$ cat src/rtl/hdb3_pkg.sv
// Shared HDB3 line-code definitions for the encoder and decoder sides.
package hdb3_pkg;

   localparam int unsigned CODE_W = 2;
   localparam int unsigned ZCNT_W = 2;

   typedef logic [CODE_W-1:0] hdb3_code_t;

   localparam hdb3_code_t HDB3_ZERO = 2'b00;
   localparam hdb3_code_t HDB3_ONE  = 2'b01;
   localparam hdb3_code_t HDB3_B    = 2'b10;
   localparam hdb3_code_t HDB3_V    = 2'b11;

   // Zero count at which the next zero completes a run of four.
   localparam logic [ZCNT_W-1:0] ZCNT_LAST = ZCNT_W'(3);

   // Registered output symbol bundle.
   typedef struct packed {
      hdb3_code_t code;
      hdb3_code_t dec;
      logic       b_flag;
      logic       pos;
      logic       neg;
   } hdb3_sym_t;

   // Marked code to decoder code: B folds into a plain mark.
   function automatic hdb3_code_t hdb3_dec_map(input hdb3_code_t c);
      return {c == HDB3_V, c != HDB3_ZERO};
   endfunction

endpackage

$ cat src/rtl/hdb3_enc_ctrl_if.sv
// Bit-strobe input and symbol/line outputs of the HDB3 encoder.
interface hdb3_enc_ctrl_if;
   import hdb3_pkg::*;

   logic       en;
   logic       din;
   hdb3_code_t code_out;
   hdb3_code_t dec_code;
   logic       b_flag;
   logic       pos;
   logic       neg;

   modport master (
      output en, din,
      input  code_out, dec_code, b_flag, pos, neg
   );

   modport slave (
      input  en, din,
      output code_out, dec_code, b_flag, pos, neg
   );

endinterface

$ cat src/rtl/hdb3_pol_sched.sv
// HDB3 polarity scheduler: assigns +/- to each mark and registers outputs.
module hdb3_pol_sched
   import hdb3_pkg::*;
#(
   parameter logic INIT_POL = 1'b0
) (
   input  logic       clk,
   input  logic       rst,
   input  logic       en_i,
   input  hdb3_code_t s3_i,
   output hdb3_code_t code_o,
   output hdb3_code_t dec_o,
   output logic       b_flag_o,
   output logic       pos_o,
   output logic       neg_o
);

   logic      last_pol_q, last_pol_d;
   hdb3_sym_t sym_q, sym_d;

   // Next symbol: marks and B alternate polarity, V repeats the last one.
   always_comb begin
      last_pol_d = last_pol_q;
      sym_d      = sym_q;
      if (en_i) begin
         sym_d.code   = s3_i;
         sym_d.dec    = hdb3_dec_map(s3_i);
         sym_d.b_flag = (s3_i == HDB3_B);
         case (s3_i)
            HDB3_ONE, HDB3_B: begin
               last_pol_d = ~last_pol_q;
               sym_d.pos  = ~last_pol_q;
               sym_d.neg  = last_pol_q;
            end
            HDB3_V: begin
               sym_d.pos = last_pol_q;
               sym_d.neg = ~last_pol_q;
            end
            default: begin
               sym_d.pos = 1'b0;
               sym_d.neg = 1'b0;
            end
         endcase
      end
   end

   // Polarity and output registers.
   always_ff @(posedge clk) begin
      if (rst) begin
         last_pol_q <= INIT_POL;
         sym_q      <= '0;
      end else begin
         last_pol_q <= last_pol_d;
         sym_q      <= sym_d;
      end
   end

   assign code_o   = sym_q.code;
   assign dec_o    = sym_q.dec;
   assign b_flag_o = sym_q.b_flag;
   assign pos_o    = sym_q.pos;
   assign neg_o    = sym_q.neg;

endmodule

$ cat src/rtl/hdb3_enc_ctrl.sv
// HDB3 encoder: 4-deep look-ahead pipeline choosing 000V / B00V substitution.
module hdb3_enc_ctrl
   import hdb3_pkg::*;
#(
   parameter logic INIT_POL = 1'b0
) (
   input  logic          clk,
   input  logic          rst,
   hdb3_enc_ctrl_if.slave bus
);

   hdb3_code_t        s0_q, s0_d;
   hdb3_code_t        s1_q, s1_d;
   hdb3_code_t        s2_q, s2_d;
   hdb3_code_t        s3_q, s3_d;
   logic [ZCNT_W-1:0] zero_cnt_q, zero_cnt_d;
   logic              par_q, par_d;

   hdb3_code_t code_w;
   hdb3_code_t dec_w;
   logic       b_flag_w;
   logic       pos_w;
   logic       neg_w;

   // Shift the pipeline; the fourth zero becomes V and may retro-mark the run's first zero as B.
   always_comb begin
      s0_d       = s0_q;
      s1_d       = s1_q;
      s2_d       = s2_q;
      s3_d       = s3_q;
      zero_cnt_d = zero_cnt_q;
      par_d      = par_q;
      if (bus.en) begin
         s1_d = s0_q;
         s2_d = s1_q;
         s3_d = s2_q;
         if (bus.din) begin
            s0_d       = HDB3_ONE;
            zero_cnt_d = '0;
            par_d      = ~par_q;
         end else if (zero_cnt_q == ZCNT_LAST) begin
            s0_d       = HDB3_V;
            zero_cnt_d = '0;
            par_d      = 1'b0;
            if (!par_q) begin
               s3_d = HDB3_B;
            end
         end else begin
            s0_d       = HDB3_ZERO;
            zero_cnt_d = zero_cnt_q + ZCNT_W'(1);
         end
      end
   end

   // Pipeline, run counter and mark parity registers.
   always_ff @(posedge clk) begin
      if (rst) begin
         s0_q       <= HDB3_ZERO;
         s1_q       <= HDB3_ZERO;
         s2_q       <= HDB3_ZERO;
         s3_q       <= HDB3_ZERO;
         zero_cnt_q <= '0;
         par_q      <= 1'b0;
      end else begin
         s0_q       <= s0_d;
         s1_q       <= s1_d;
         s2_q       <= s2_d;
         s3_q       <= s3_d;
         zero_cnt_q <= zero_cnt_d;
         par_q      <= par_d;
      end
   end

   hdb3_pol_sched #(
      .INIT_POL (INIT_POL)
   ) u_pol_sched (
      .clk      (clk),
      .rst      (rst),
      .en_i     (bus.en),
      .s3_i     (s3_q),
      .code_o   (code_w),
      .dec_o    (dec_w),
      .b_flag_o (b_flag_w),
      .pos_o    (pos_w),
      .neg_o    (neg_w)
   );

   assign bus.code_out = code_w;
   assign bus.dec_code = dec_w;
   assign bus.b_flag   = b_flag_w;
   assign bus.pos      = pos_w;
   assign bus.neg      = neg_w;

endmodule

$ cat src/flat_wrapper.sv
// flat-port wrapper written by rule: the top's interface ports become plain ports
module hdb3_enc_ctrl_flat import hdb3_pkg::*;
#(
   parameter logic INIT_POL = 1'b0
)
  (clk, rst, bus_en, bus_din, bus_code_out, bus_dec_code, bus_b_flag, bus_pos, bus_neg);
  hdb3_enc_ctrl_if bus_i ();
  input  logic clk;
  input  logic rst;
  input wire logic [$bits(bus_i.en)-1:0] bus_en;
  input wire logic [$bits(bus_i.din)-1:0] bus_din;
  output wire logic [$bits(bus_i.code_out)-1:0] bus_code_out;
  output wire logic [$bits(bus_i.dec_code)-1:0] bus_dec_code;
  output wire logic [$bits(bus_i.b_flag)-1:0] bus_b_flag;
  output wire logic [$bits(bus_i.pos)-1:0] bus_pos;
  output wire logic [$bits(bus_i.neg)-1:0] bus_neg;
  assign bus_i.en = bus_en;
  assign bus_i.din = bus_din;
  assign bus_code_out = bus_i.code_out;
  assign bus_dec_code = bus_i.dec_code;
  assign bus_b_flag = bus_i.b_flag;
  assign bus_pos = bus_i.pos;
  assign bus_neg = bus_i.neg;
  hdb3_enc_ctrl #(.INIT_POL(INIT_POL)) u_core (.clk(clk), .rst(rst), .bus(bus_i));
endmodule
$ cat config.mk
export PLATFORM = sky130hd
export DESIGN_NAME = hdb3_enc_ctrl_flat
export DESIGN_NICKNAME = d
export VERILOG_FILES = /design/src/rtl/hdb3_pkg.sv /design/src/rtl/hdb3_enc_ctrl_if.sv /design/src/rtl/hdb3_pol_sched.sv /design/src/rtl/hdb3_enc_ctrl.sv /design/src/flat_wrapper.sv
export SDC_FILE = /design/constraint.sdc
export NUM_CORES = 1
export LEC_CHECK = 0
export ABC_AREA = 0
export BUFFER_PORTS_ARGS = -buffer_cell sky130_fd_sc_hd__buf_2
export CORE_ASPECT_RATIO = 1.4
export CORE_MARGIN = 5
export CORE_UTILIZATION = 35
export CTS_CLUSTER_DIAMETER = 200
export DETAILED_ROUTE_END_ITERATION = 10
export GPL_ROUTABILITY_DRIVEN = 0
export GPL_TIMING_DRIVEN = 0
export PLACE_DENSITY = 0.61
export SLEW_MARGIN = 30
export SYNTH_ARGS = -nofsm -noshare
export SYNTH_HDL_FRONTEND = slang
export SYNTH_SLANG_ARGS = --single-unit
$ cat constraint.sdc
create_clock -name clk -period 1.4 [get_ports clk]
set_clock_uncertainty 0.05 [all_clocks]
set_input_delay 0.28 -clock clk [delete_from_list [all_inputs] [get_ports clk]]
set_output_delay 0.28 -clock clk [all_outputs]
set_load 0.02 [all_outputs]
* After elaboration in Yosys (flattened, before gate mapping)
Cells that the tools add are included.
** Word-level totals
- Register bits :: 19
- Bits of input ports :: 4
- Output and inout port bits :: 7
** Operators by class
- Add/sub/neg operators :: 1
- Equal/unequal tests :: 4
- Multiplexer cells :: 10
- Bitwise logic cells :: 2
- Reduce and logical (&&, ||, !) cells :: 5
** Operators by type and width (count)
- 2-bit two-way mux :: 7
- 2-bit equality test, second input constant :: 3
- 2-bit case mux with 2 select lines :: 1
- 2-bit AND reduction :: 2
- 2-bit nonzero test :: 2
- 2-bit by 1-bit adder with 2-bit output, second input constant :: 1
- 2-bit by 1-bit equality test with 1-bit output, second input constant :: 1
- 1-bit two-way mux :: 2
- 1-bit inverter :: 2
- 2-bit OR reduction :: 1

* Longest topological paths before layout
- Word-level depth :: 3
- Mapped depth :: 4
- Mapped depth without buffers :: 4

* Cells and area by module
From an unflattened synthesis, not the netlist that was laid out.
** Unflattened totals
- Cells, all modules :: 80
- Area, all modules :: 829.5 um^2
** Modules (own cells, without submodules)
- hdb3_enc_ctrl :: times used 1, cells an instance 46, area an instance 460.4 um^2, sequential area each 220.2 um^2
- hdb3_pol_sched :: times used 1, cells an instance 34, area an instance 369.1 um^2, sequential area each 160.2 um^2

* Least setup slack after synthesis
Ideal clock, no wire load.
- Path kind :: reg2reg
- From :: register u_core.zero_cnt_q[0]
- To :: register u_core.s3_q[1]
- Arrival :: 1.103 ns
- Data required time :: 1.262 ns
- Path slack :: 0.159 ns
- Stages on the path, launching flop included :: 4
- Path buffers :: 0
- Cell sequence :: dfxtp_1 -> ha_1 -> or3b_1 -> a311oi_2
** On the way
- Longest elaborated chain between the ends :: 3
** RTL lines
- start: declaration :: line hdb3_enc_ctrl.sv:16 : logic [ZCNT_W-1:0] zero_cnt_q, zero_cnt_d;
- start signal: assignment :: line hdb3_enc_ctrl.sv:69 : zero_cnt_q <= zero_cnt_d;
- 2-bit equality test :: line hdb3_enc_ctrl.sv:41 : end else if (zero_cnt_q == ZCNT_LAST) begin
- 2-bit two-way mux :: line hdb3_enc_ctrl.sv:41
- 2-bit two-way mux :: line hdb3_enc_ctrl.sv:37 : if (bus.din) begin
- end signal: assignment :: line hdb3_enc_ctrl.sv:61 : s3_q <= HDB3_ZERO;
- end signal: assignment :: line hdb3_enc_ctrl.sv:68 : s3_q <= s3_d;
- end: declaration :: line hdb3_enc_ctrl.sv:15 : hdb3_code_t s3_q, s3_d;
No other way between the ends.
A chain may end at the register's enable or synchronous reset.

* Worst setup path in the final report
- From :: register u_core.zero_cnt_q[1]
- To :: register u_core.s3_q[1]
The elaborated chain is that of the path after synthesis.

==> impl_metrics.csv <==
group,metric,value,unit
run_status,status,"completed",
power_and_ir_drop,vdd_drop_max,0.4180,mV
grt,grt_max_degree,12,
cells_and_area,num-nets-final,104,
synthesis,syn_area,828.3,sq um
synthesis,ys_ff_latch,19,
synthesis,post_synth_num_cell_types,20,
power_and_ir_drop,leakage,0.4106,nW
floorplan,initial_utilization,35.42,%
synthesis,async_flop_share,0,%
setup_path,end_kind,"register",
grt,grt_pass1_wl,2.401,mm
detailed_routing,ant_nets,0,
cells_and_area,areaGrowthSynthToFinish,12.99,%
clocking,post_cts_buffers,0,
floorplan,die_y,67.56,um
floorplan,chipWidth,51.12,um
setup_path,critical_path_class,"reg2reg",
timing,drv_slew,0,
timing,fin_crit_sh,93.26,%
floorplan,rows,21,
clocking,clock_sinks,19,
detailed_routing,first_pass_iters,4,
setup_path,crit_fanout,3,
clocking,ctsResizeCount,0,
timing,finalSetupViolCount,0,
timing,fmax,0.7659,GHz
detailed_routing,wl_per_cell,12.17,um
setup_path,required,1.57,ns
grt,first_global_vias,570,
cells_and_area,fill_cells,236,
clocking,ctsHoldBuffers,0,
floorplan,pin_count,11,
power_and_ir_drop,power.density,1007,nW/um^2
synthesis,synth_common_cells,"dfxtp_1, nor2_1, mux2i_1, a21oi_1, ha_1",
place,io_buffers,10,
place,dp.cells,113,
detailed_routing,drtIter0Drc,13,
synthesis,yosysTopAreaCell,"dfxtp_1",
synthesis,synth_cells,80,
synthesis,synth-main-ff-cell,"dfxtp_1",
synthesis,yosysWarnings,0,
cells_and_area,diodes,0,
clocking,cts-root-buf,"clkbuf_4",
clocking,cts_tree,"yes",
synthesis,ys_top_cells_by_area,"dfxtp_1, mux2i_1, ha_1",
clocking,clkLatencyLatePin,0.30,ns
clocking,clockBufferDepth,2,
clocking,clk_pin_slew,0.10,ns
floorplan,die_area,3453,sq um
cells_and_area,instances_no_fill,117,
grt,grt_overflow_total,0,
synthesis,synth_most_common_cell,"dfxtp_1",
flow_run,maxCapViolCount,0,
setup_path,startpoint_type,"register",
synthesis,ys_seq_area_share,45.92,%
detailed_routing,drc,0,
timing,tightest_slew,0.2907,ns
grt,gr-usage-met2,17.10,%
timing,setup_tns,0,ns
grt,antenna_found_initial,0,
grt,busiest_layer,"met2",
clocking,numCtsBuffers,3,
setup_path,cp.arrival,1.47,ns
timing,slew_headroom,80.42,%
grt,use_met1,9.543,%
detailed_routing,viasPerCell,5.111,
clocking,htreeDepth,1,
floorplan,core,2338,sq um
hold_path,min_path_type,"in2reg",
grt,grt_use_total,9.476,%
grt,met3_usage,1.766,%
cells_and_area,drive_gt1_share,27.66,%
place,dp.final_hpwl,1.030,mm
timing,finalWorstPathRequiredPeriod,1.306,ns
timing,finalHoldViolCount,0,
synthesis,synth_edf_count,0,
detailed_routing,num_vias,598,
timing,grt_setup_unrepaired,"no",
synthesis,synth_top_area_share,45.92,%
synthesis,syn-num-nets,89,
synthesis,synth.avg_cell_area,10.35,sq um
detailed_routing,drt-total-wl,1.424,mm
-- metal layers --
| metal | wire length, um | vias to the layer above |
|---|---|---|
| li1 | - | 307 |
| met1 | 587 | 279 |
| met2 | 748 | 8 |
| met3 | 44 | 4 |
| met4 | 44 | 0 |
| met5 | 0 | - |
-- critical path: stages, from the launching register on --
cell,delay (ns)
dfxtp_1,0.38
ha_1,0.19
or3b_1,0.36
a311oi_2,0.25
-- layout by cell type, fill, tap and decap left out --
cell and instances:
a311oi_2 1, buf_6 1, ha_1 5, clkinv_2 1
nor3_1 1, nor2_1 12, or3b_2 1, a21bo_2 1
or3b_1 1, and4bb_2 2, nand2b_1 4, nand3b_1 3
mux2i_1 11, dfxtp_1 18, o21ai_0 1, a21oi_1 5
clkbuf_4 3, buf_2 13, inv_1 4, buf_4 1
a211oi_1 3, dfxtp_2 1, a31o_2 1
-- area by class of cell --
cell class                      count  area (sq um)  area share (%)
Clock buffer                        3         22.52           2.406
Multi-Input combinational cell     52         399.1           42.65
Timing Repair Buffer               10         50.05           5.348
Inverter                            4         15.01           1.604
Sequential cell                    19         381.6           40.78
Tap cell                           23         28.78           3.075
Clock inverter                      1         5.005          0.5348
Buffer                              5         33.78           3.610
-- cell families (layout without fill, tap and decap cells) --
logic type | Yosys count | in the layout | share of synthesized area (%)
adder cells (fa/ha/maj) | 5 | 5 | 7.553
buffers and inverters | 9 | 23 | 5.890
AO/OA/AOI/OAI | 12 | 12 | 10.42
flip-flops | 19 | 19 | 45.92
AND/OR/NAND/NOR | 24 | 24 | 16.92
multiplexers | 11 | 11 | 13.29
-- power breakdown --
part           switching [mW]  internal, mW  leakage (nW)
logic                  0.0517        0.0439         0.238
registers              0.0120         0.558         0.155
clock network           0.170         0.107        0.0177
-- flip-flops by register name, summed over array words and instances (netlist names) --
signal,cells
u_core.u_pol_sched.neg_o,1
u_core.s1_q,2
u_core.s0_q,2
u_core.u_pol_sched.last_pol_q,1
u_core.u_pol_sched.dec_o,2
u_core.par_q,1
u_core.s2_q,2
u_core.u_pol_sched.pos_o,1
u_core.u_pol_sched.code_o,2
u_core.zero_cnt_q,2
u_core.s3_q,2
u_core.u_pol_sched.b_flag_o,1
-- through the flow --
step	hold slack [ns]	util (%)	total power [mW]	worst slack [ns]	cell area [sq um]
final	0.2627	40.02	0.9421	0.09439	935.9
after global routing	0.2708	40.02	0.9884	0.02309	935.9
after CTS	0.2694	39.97	0.9554	0.05914	934.6
after detailed placement	0.4177	38.79	0.6788	0.09922	907.1
after global placement	0.4128	38.79	0.6757	0.1038	907.1
after floorplan	0.3993	-	0.6510	0.1587	828.3
-- worst paths after layout --
path / start / endpoint / slack, ns / cells past startpoint
worst max-delay path: u_core.zero_cnt_q[1]$_SDFFE_PP0P_ / u_core.s3_q[1]$_SDFFE_PP0P_ / 0.09 / 3
worst min-delay path: bus_din / u_core.zero_cnt_q[0]$_SDFFE_PP0P_ / 0.26 / 3
worst min register to register: u_core.u_pol_sched.dec_o[0]$_SDFFE_PP0P_ / u_core.u_pol_sched.dec_o[0]$_SDFFE_PP0P_ / 0.43 / 2
worst max register to register: u_core.zero_cnt_q[1]$_SDFFE_PP0P_ / u_core.s3_q[1]$_SDFFE_PP0P_ / 0.09 / 3
(Power assumes the default switching activity.)
